## config.mk

```make
export PLATFORM = sky130hd
export DESIGN_NAME = seq_ctrl_flat
export DESIGN_NICKNAME = d
export VERILOG_FILES = /design/src/rtl/seq_ctrl_if.sv /design/src/rtl/seq_ctrl.sv /design/src/flat_wrapper.sv
export SDC_FILE = /design/constraint.sdc
export NUM_CORES = 1
export LEC_CHECK = 0
export BUFFER_PORTS_ARGS = -buffer_cell sky130_fd_sc_hd__clkbuf_2
export CAP_MARGIN = 5
export CORE_AREA = 10 10 47 49
export DETAILED_ROUTE_END_ITERATION = 10
export DIE_AREA = 0 0 57 59
export PLACE_DENSITY_LB_ADDON = 0.25
export SYNTH_ARGS = -nofsm -noshare
export SYNTH_HDL_FRONTEND = slang
export SYNTH_SLANG_ARGS = --single-unit
```

## constraint.sdc

```tcl
create_clock -name clk -period 2.2 [get_ports clk]
set_clock_uncertainty 0.1 [all_clocks]
set_input_delay 0.11 -clock clk [delete_from_list [all_inputs] [get_ports clk]]
set_output_delay 0.11 -clock clk [all_outputs]
set_load 0.05 [all_outputs]
```

## src/rtl/seq_ctrl_if.sv

```systemverilog
// Control bus between the SISC sequencer and the datapath.
//   opcode, mm : IR[31:28], IR[27:24]
//   stat       : status register {C,N,V,Z}
//   mem_rdy    : data-memory done (only with SEQ_MEM_WAIT_EN)
//   pc_*, br_sel, ir_load, alu_op, rb_sel, rf_we, wb_sel, dm_we : datapath controls
//   halted, state : sequencer status / debug
// master = sequencer side, slave = datapath side.
interface seq_ctrl_if;
  logic [3:0] opcode;
  logic [3:0] mm;
  logic [3:0] stat;
`ifdef SEQ_MEM_WAIT_EN
  logic       mem_rdy;
`endif
  logic       pc_rst;
  logic       pc_write;
  logic       pc_sel;
  logic       br_sel;
  logic       ir_load;
  logic [1:0] alu_op;
  logic       rb_sel;
  logic       rf_we;
  logic       wb_sel;
  logic       dm_we;
  logic       halted;
  logic [2:0] state;

  modport master (
`ifdef SEQ_MEM_WAIT_EN
    input  mem_rdy,
`endif
    input  opcode, mm, stat,
    output pc_rst, pc_write, pc_sel, br_sel, ir_load, alu_op, rb_sel, rf_we, wb_sel,
           dm_we, halted, state
  );

  modport slave (
`ifdef SEQ_MEM_WAIT_EN
    output mem_rdy,
`endif
    output opcode, mm, stat,
    input  pc_rst, pc_write, pc_sel, br_sel, ir_load, alu_op, rb_sel, rf_we, wb_sel,
           dm_we, halted, state
  );
endinterface

```

## src/rtl/seq_ctrl.sv

```systemverilog
// Multi-cycle instruction sequencer for the SISC core.
// Steps each instruction through FETCH, DECODE, EXECUTE, MEM and WRITEBACK and
// decodes the datapath controls combinationally from state, opcode, mm and stat.
// Ports:
//   clk  : rising-edge clock
//   rst  : synchronous active-high reset (returns to START0 from any state)
//   bus  : seq_ctrl_if.master (IR fields and status in, datapath controls out)
// Build option: define SEQ_MEM_WAIT_EN to stall in MEM until bus.mem_rdy is high.
module seq_ctrl (
  input  logic          clk,
  input  logic          rst,
  seq_ctrl_if.master    bus
);

  typedef enum logic [2:0] {
    StStart0    = 3'd0,
    StStart1    = 3'd1,
    StFetch     = 3'd2,
    StDecode    = 3'd3,
    StExecute   = 3'd4,
    StMem       = 3'd5,
    StWriteback = 3'd6,
    StHalt      = 3'd7
  } state_e;

  localparam logic [3:0] OpAlu = 4'h1;
  localparam logic [3:0] OpBra = 4'h2;
  localparam logic [3:0] OpBrr = 4'h3;
  localparam logic [3:0] OpBne = 4'h4;
  localparam logic [3:0] OpBnr = 4'h5;
  localparam logic [3:0] OpLod = 4'h6;
  localparam logic [3:0] OpStr = 4'h7;
  localparam logic [3:0] OpHlt = 4'hf;

  state_e state_q, state_d;

  logic       pc_rst, pc_write, pc_sel, br_sel, ir_load;
  logic [1:0] alu_op;
  logic       rb_sel, rf_we, wb_sel, dm_we, halted;

  logic       is_alu, is_lod, is_str;
  logic       br_on_set, br_on_clr, mask_hit, br_taken, br_abs;
  logic       mem_done;

  assign is_alu    = (bus.opcode == OpAlu);
  assign is_lod    = (bus.opcode == OpLod);
  assign is_str    = (bus.opcode == OpStr);
  assign br_on_set = (bus.opcode == OpBra) || (bus.opcode == OpBrr);
  assign br_on_clr = (bus.opcode == OpBne) || (bus.opcode == OpBnr);
  assign mask_hit  = |(bus.mm & bus.stat);
  assign br_taken  = (br_on_set && mask_hit) || (br_on_clr && !mask_hit);
  assign br_abs    = (bus.opcode == OpBra) || (bus.opcode == OpBne);

`ifdef SEQ_MEM_WAIT_EN
  assign mem_done = bus.mem_rdy;
`else
  assign mem_done = 1'b1;
`endif

  always_ff @(posedge clk) begin
    if (rst) begin
      state_q <= StStart0;
    end else begin
      state_q <= state_d;
    end
  end

  always_comb begin
    state_d  = state_q;
    pc_rst   = 1'b0;
    pc_write = 1'b0;
    pc_sel   = 1'b0;
    br_sel   = 1'b0;
    ir_load  = 1'b0;
    alu_op   = 2'b00;
    rb_sel   = 1'b0;
    rf_we    = 1'b0;
    wb_sel   = 1'b0;
    dm_we    = 1'b0;
    halted   = 1'b0;

    unique case (state_q)
      StStart0: begin
        pc_rst  = 1'b1;
        state_d = StStart1;
      end
      StStart1: state_d = StFetch;
      StFetch: begin
        ir_load  = 1'b1;
        pc_write = 1'b1;
        state_d  = StDecode;
      end
      StDecode: begin
        // An untaken branch leaves the PC+1 loaded in FETCH in place.
        if (br_taken) begin
          pc_write = 1'b1;
          pc_sel   = 1'b1;
          br_sel   = br_abs;
        end
        if (bus.opcode == OpHlt) begin
          state_d = StHalt;
        end else if (is_alu || is_lod || is_str) begin
          state_d = StExecute;
        end else begin
          state_d = StFetch;  // NOP, branches and illegal 8..E
        end
      end
      StExecute: begin
        if (is_alu) begin
          alu_op  = {1'b0, bus.mm[3]};
          state_d = StWriteback;
        end else begin
          alu_op  = 2'b10;
          rb_sel  = is_str;
          state_d = (is_lod || is_str) ? StMem : StFetch;
        end
      end
      StMem: begin
        alu_op = 2'b10;
        rb_sel = is_str;
        dm_we  = is_str;
        if (mem_done) begin
          state_d = is_lod ? StWriteback : StFetch;
        end
      end
      StWriteback: begin
        rf_we   = 1'b1;
        wb_sel  = is_lod;
        alu_op  = is_alu ? {1'b0, bus.mm[3]} : 2'b10;
        state_d = StFetch;
      end
      StHalt: halted = 1'b1;
      default: state_d = StStart0;
    endcase
  end

  assign bus.pc_rst   = pc_rst;
  assign bus.pc_write = pc_write;
  assign bus.pc_sel   = pc_sel;
  assign bus.br_sel   = br_sel;
  assign bus.ir_load  = ir_load;
  assign bus.alu_op   = alu_op;
  assign bus.rb_sel   = rb_sel;
  assign bus.rf_we    = rf_we;
  assign bus.wb_sel   = wb_sel;
  assign bus.dm_we    = dm_we;
  assign bus.halted   = halted;
  assign bus.state    = state_q;

endmodule

```

## src/flat_wrapper.sv

```systemverilog
// flat-port wrapper written by rule: the top's interface ports become plain ports
module seq_ctrl_flat 
  (clk, rst, bus_opcode, bus_mm, bus_stat, bus_pc_rst, bus_pc_write, bus_pc_sel, bus_br_sel, bus_ir_load, bus_alu_op, bus_rb_sel, bus_rf_we, bus_wb_sel, bus_dm_we, bus_halted, bus_state);
  seq_ctrl_if bus_i ();
  input  logic clk;
  input  logic rst;
  input wire logic [$bits(bus_i.opcode)-1:0] bus_opcode;
  input wire logic [$bits(bus_i.mm)-1:0] bus_mm;
  input wire logic [$bits(bus_i.stat)-1:0] bus_stat;
  output wire logic [$bits(bus_i.pc_rst)-1:0] bus_pc_rst;
  output wire logic [$bits(bus_i.pc_write)-1:0] bus_pc_write;
  output wire logic [$bits(bus_i.pc_sel)-1:0] bus_pc_sel;
  output wire logic [$bits(bus_i.br_sel)-1:0] bus_br_sel;
  output wire logic [$bits(bus_i.ir_load)-1:0] bus_ir_load;
  output wire logic [$bits(bus_i.alu_op)-1:0] bus_alu_op;
  output wire logic [$bits(bus_i.rb_sel)-1:0] bus_rb_sel;
  output wire logic [$bits(bus_i.rf_we)-1:0] bus_rf_we;
  output wire logic [$bits(bus_i.wb_sel)-1:0] bus_wb_sel;
  output wire logic [$bits(bus_i.dm_we)-1:0] bus_dm_we;
  output wire logic [$bits(bus_i.halted)-1:0] bus_halted;
  output wire logic [$bits(bus_i.state)-1:0] bus_state;
  assign bus_i.opcode = bus_opcode;
  assign bus_i.mm = bus_mm;
  assign bus_i.stat = bus_stat;
  assign bus_pc_rst = bus_i.pc_rst;
  assign bus_pc_write = bus_i.pc_write;
  assign bus_pc_sel = bus_i.pc_sel;
  assign bus_br_sel = bus_i.br_sel;
  assign bus_ir_load = bus_i.ir_load;
  assign bus_alu_op = bus_i.alu_op;
  assign bus_rb_sel = bus_i.rb_sel;
  assign bus_rf_we = bus_i.rf_we;
  assign bus_wb_sel = bus_i.wb_sel;
  assign bus_dm_we = bus_i.dm_we;
  assign bus_halted = bus_i.halted;
  assign bus_state = bus_i.state;
  seq_ctrl u_core (.clk(clk), .rst(rst), .bus(bus_i));
endmodule
```

* After elaboration in Yosys (flattened, before gate mapping) *
Index checks and enable logic that the tools add are counted.

storage, ports and cells
  bits in registers = 3
  word-level logic and storage cells = 53

operators by class
  eq/ne operators = 15
  muxes and demuxes = 21
  bitwise operators = 1
  reductions and logical operators = 15

operator list
  operator            count
  $pmux 3 s6          1
  $eq 4x3->1 const B  4
  $mux 3              5
  $eq 3x3->1 const B  4
  $mux 1              11
  $eq 4x2->1 const B  2
  $logic_or 1x1->1    7
  $eq 3x2->1 const B  2
  $reduce_bool 6->1   1
  $and 4x4->4         1
  $eq 4x1->1 const B  1
  $eq 4x4->1 const B  1
  $pmux 1 s2          2
  $pmux 2 s2          1
  $reduce_or 2->1     2
  $reduce_or 4->1     1
  $eq 3x1->1 const B  1
  $logic_not 3->1     1
  $logic_and 1x1->1   2
  $mux 2              1
  $logic_not 1->1     1

* Depth between registers and ports, before layout *
  word-level depth = 7
  depth in mapped cells = 4

* Least setup slack after synthesis *
Ideal clock, no wire load.

  path kind = reg2out
  from = reg u_core.state_q[2], in the netlist u_core.bus.state[2]
  to = out bus_dm_we
  arrival time = 2,591 ps
  required time = 1,990 ps
  setup slack = -601 ps
  stages on the path, launching flop included = 5
  buffers on the path = 1
  cell sequence = dfxtp_1 > buf_2 > nand2_1 > nor3_1 > and2_1

on the way
  longest elaborated chain between the ends = 2

RTL lines
  what                    line                text
  from (decl)             seq_ctrl.sv:35      state_e state_q, state_d;
  from (signal assigned)  seq_ctrl.sv:62      state_q <= StStart0;
  from (signal assigned)  seq_ctrl.sv:64      state_q <= state_d;
  $eq 3x3->1              seq_ctrl.sv:82      unique case (state_q)
  $mux 1                  seq_ctrl.sv:82
  to (decl)               flat_wrapper.sv:19  output wire logic [$bits(bus_i.dm_we)-1:0] bus_dm_we;

No other way between the ends.

* Final worst setup path *
  from = reg u_core.state_q[1], in the netlist u_core.bus.state[1]
  to = out bus_br_sel

on the way
  longest elaborated chain between the ends = 2

RTL lines
  what        line                text
  $eq 3x2->1  seq_ctrl.sv:82
  $mux 1      seq_ctrl.sv:82
  to (decl)   flat_wrapper.sv:13  output wire logic [$bits(bus_i.br_sel)-1:0] bus_br_sel;

No other way between the ends.

==> impl_metrics.json <==
{
  "status": "finished, final reports clean",
  "antenna_found_initial": 0,
  "ir_worst_vdd_v": 0.000317,
  "clock_path_buffers": 2,
  "largest_reg_flops": 3,
  "cts_root_buf": "clkbuf_4",
  "cp.arrival_ps": 1710,
  "criticalPathCategory": "register to output pin",
  "fin_area_um2": 541,
  "max_slew.worst_pin.slew_ps": 467,
  "grt_pass1_wl_mm": 2.06,
  "finalHoldViolations": 0,
  "min_path_type": "primary input to register",
  "h-tree-depth": 1,
  "nets": 99,
  "avgSynthCellArea_um2": 6.35,
  "ys.warnings.count": 0,
  "p_leak_uw": 0.000256,
  "fillCellCount": 163,
  "drc": 0,
  "grtUsageTotal_pct": 7.46,
  "timing.final.crit_share_pct": 87.4,
  "drv_cap": 0,
  "clk_pin_slew_ps": 40,
  "cts-buffers-inserted": 3,
  "diodes": 0,
  "hold_buffers": 1,
  "max_freq_mhz": 520,
  "netlist.area_leader.share_pct": 17.5,
  "synth.most_common_cell": "nor2_1",
  "synth-edff-count": 0,
  "finalCriticalPeriod_ps": 1920,
  "wl_per_cell_um": 12.9,
  "cts_num_sinks": 3,
  "ys_ff_latch": 3,
  "relSlewSlack_pct": 68.8,
  "ys_top_cells_by_count": "nor2_1, nand2_1, a21oi_1, nor3_1",
  "total_power_uw": 256,
  "detail_route.iter0.violations": 4,
  "powerDensity_nw_per_um2": 473,
  "critPathLaunchType": "register",
  "slew_viol_final": 0,
  "synthFlopType": "dfxtp_1",
  "syn-instance-count": 54,
  "path_max_fanout": 13,
  "timing.final.ws_setup_ps": 277,
  "grt-ovfl-total": 0,
  "cts_tree": "built",
  "dp.cells": 95,
  "postCtsSetupRepairBufs": 0,
  "grt_max_degree": 16,
  "rsz0062_at_grt": "false",
  "core_area_um2": 1400,
  "grt_pass1_vias": 449,
  "synthesis.nets": 68,
  "cp_data_required_time_ps": 1990,
  "place_ws_ps": 514,
  "area_growth_syn_to_layout_pct": 57.7,
  "synthesis.area_um2": 343,
  "fp-row-count": 14,
  "end_kind": "output pin",
  "start_util_pct": 24.5,
  "synth_top_area_cell": "dfxtp_1",
  "hpwl_mm": 1.03,
  "die_h_um": 59,
  "dr.pass1.iters": 3,
  "cts.repair.resized": 0,
  "fin_cells": 100,
  "setup_tns_ps": 0,
  "clk_latency_ps": 240,
  "synthTopCellsByArea": "dfxtp_1, nor2_1, nand2_1",
  "synth-seq-area-share_pct": 17.5,
  "finalSetupViolations": 0,
  "dieArea_um2": 3360,
  "synthArstFlopShare_pct": 0,
  "wirelength_mm": 1.29,
  "via_per_inst": 4.79,
  "gp_congestion": 0.691,
  "port_buffers": 28,
  "dpl_cell_area_um2": 504,
  "die_w_um": 57,
  "pin_count": 29,
  "vias": 479,
  "drive_gt1_share_pct": 42.9,
  "antenna_left": 0,
  "synth.distinct_cells": 22
}
-- final timing paths --
| kind | from | to | slack (ps) | cells past startpoint |
|---|---|---|---|---|
| hold reg to reg | u_core.bus.state[2]$_SDFFE_PP0P_ | u_core.bus.state[2]$_SDFFE_PP0P_ | 610 | 2 |
| setup reg to reg | u_core.bus.state[1]$_SDFFE_PP0P_ | u_core.bus.state[1]$_SDFFE_PP0P_ | 800 | 4 |
| hold / removal | bus_opcode[3] | u_core.bus.state[2]$_SDFFE_PP0P_ | 150 | 4 |
| setup / recovery | u_core.bus.state[1]$_SDFFE_PP0P_ | bus_br_sel | 280 | 4 |
-- routing by layer --
| metal | vias up | GRT usage (%) | share of wire [%] |
|---|---|---|---|
| li1 | 255 | - | - |
| met2 | 24 | 10.4 | 37 |
| met5 | - | 0 | 0 |
| met4 | 0 | 4.03 | 1.8 |
| met3 | 4 | 4.72 | 12 |
| met1 | 196 | 8.52 | 49 |
-- power by group --
part / switching [uW] / leakage, uW / total (uW) / internal (uW)
logic: 58.3 / 0.000217 / 87.6 / 29.3
clock network: 30.8 / 0.0000150 / 98.9 / 68.1
registers: 11.5 / 0.0000248 / 69.4 / 57.9
total: 101 / 0.000256 / 256 / 155
-- critical path: stages, from the launching register on --
cell,delay [ps]
dfxtp_1,570
nor2b_1,220
nand3b_1,180
nor3_2,200
clkbuf_2,300
-- placed cells by master, fill, tap and decap left out, types with 2 or more instances in the layout --
| cell | netlist | final |
|---|---|---|
| a21oi_1 | 4 | 4 |
| a22oi_1 | 2 | 2 |
| and3_1 | 2 | 2 |
| clkbuf_2 | 0 | 28 |
| clkbuf_4 | 0 | 3 |
| dfxtp_1 | 3 | 3 |
| nand2_1 | 6 | 6 |
| nand2b_1 | 3 | 3 |
| nand3b_1 | 2 | 2 |
| nor2_1 | 9 | 9 |
| nor2b_1 | 3 | 3 |
| nor3_1 | 4 | 2 |
| nor3_2 | 0 | 2 |
| o21ai_0 | 2 | 2 |
-- per-stage QoR --
step	util (%)	hold slack, ps
CTS	38.6	149
floorplan	-	79.1
finish	38.6	154
global route	38.6	180
detailed placement	36.0	231
global placement	36.0	236
-- final cells by class --
type / count / area, um2 / share of cell area (%)
Multi-Input combinational cell: 48 / 284 / 52.5
Sequential cell: 3 / 60.1 / 11.1
Timing Repair Buffer: 29 / 150 / 27.8
Tap cell: 16 / 20.0 / 3.70
Clock buffer: 4 / 26.3 / 4.86
-- kinds of logic (layout without fill, tap and decap cells) --
| kind of cell | after synthesis | count (layout) | synth area share [%] |
|---|---|---|---|
| DFF | 3 | 3 | 17.5 |
| buffers and inverters | 3 | 33 | 4.38 |
| AOI/OAI and AO/OA | 14 | 14 | 25.9 |
| and+or+nand+nor | 34 | 34 | 52.2 |
No activity file was read; power rests on OpenSTA's default activity.
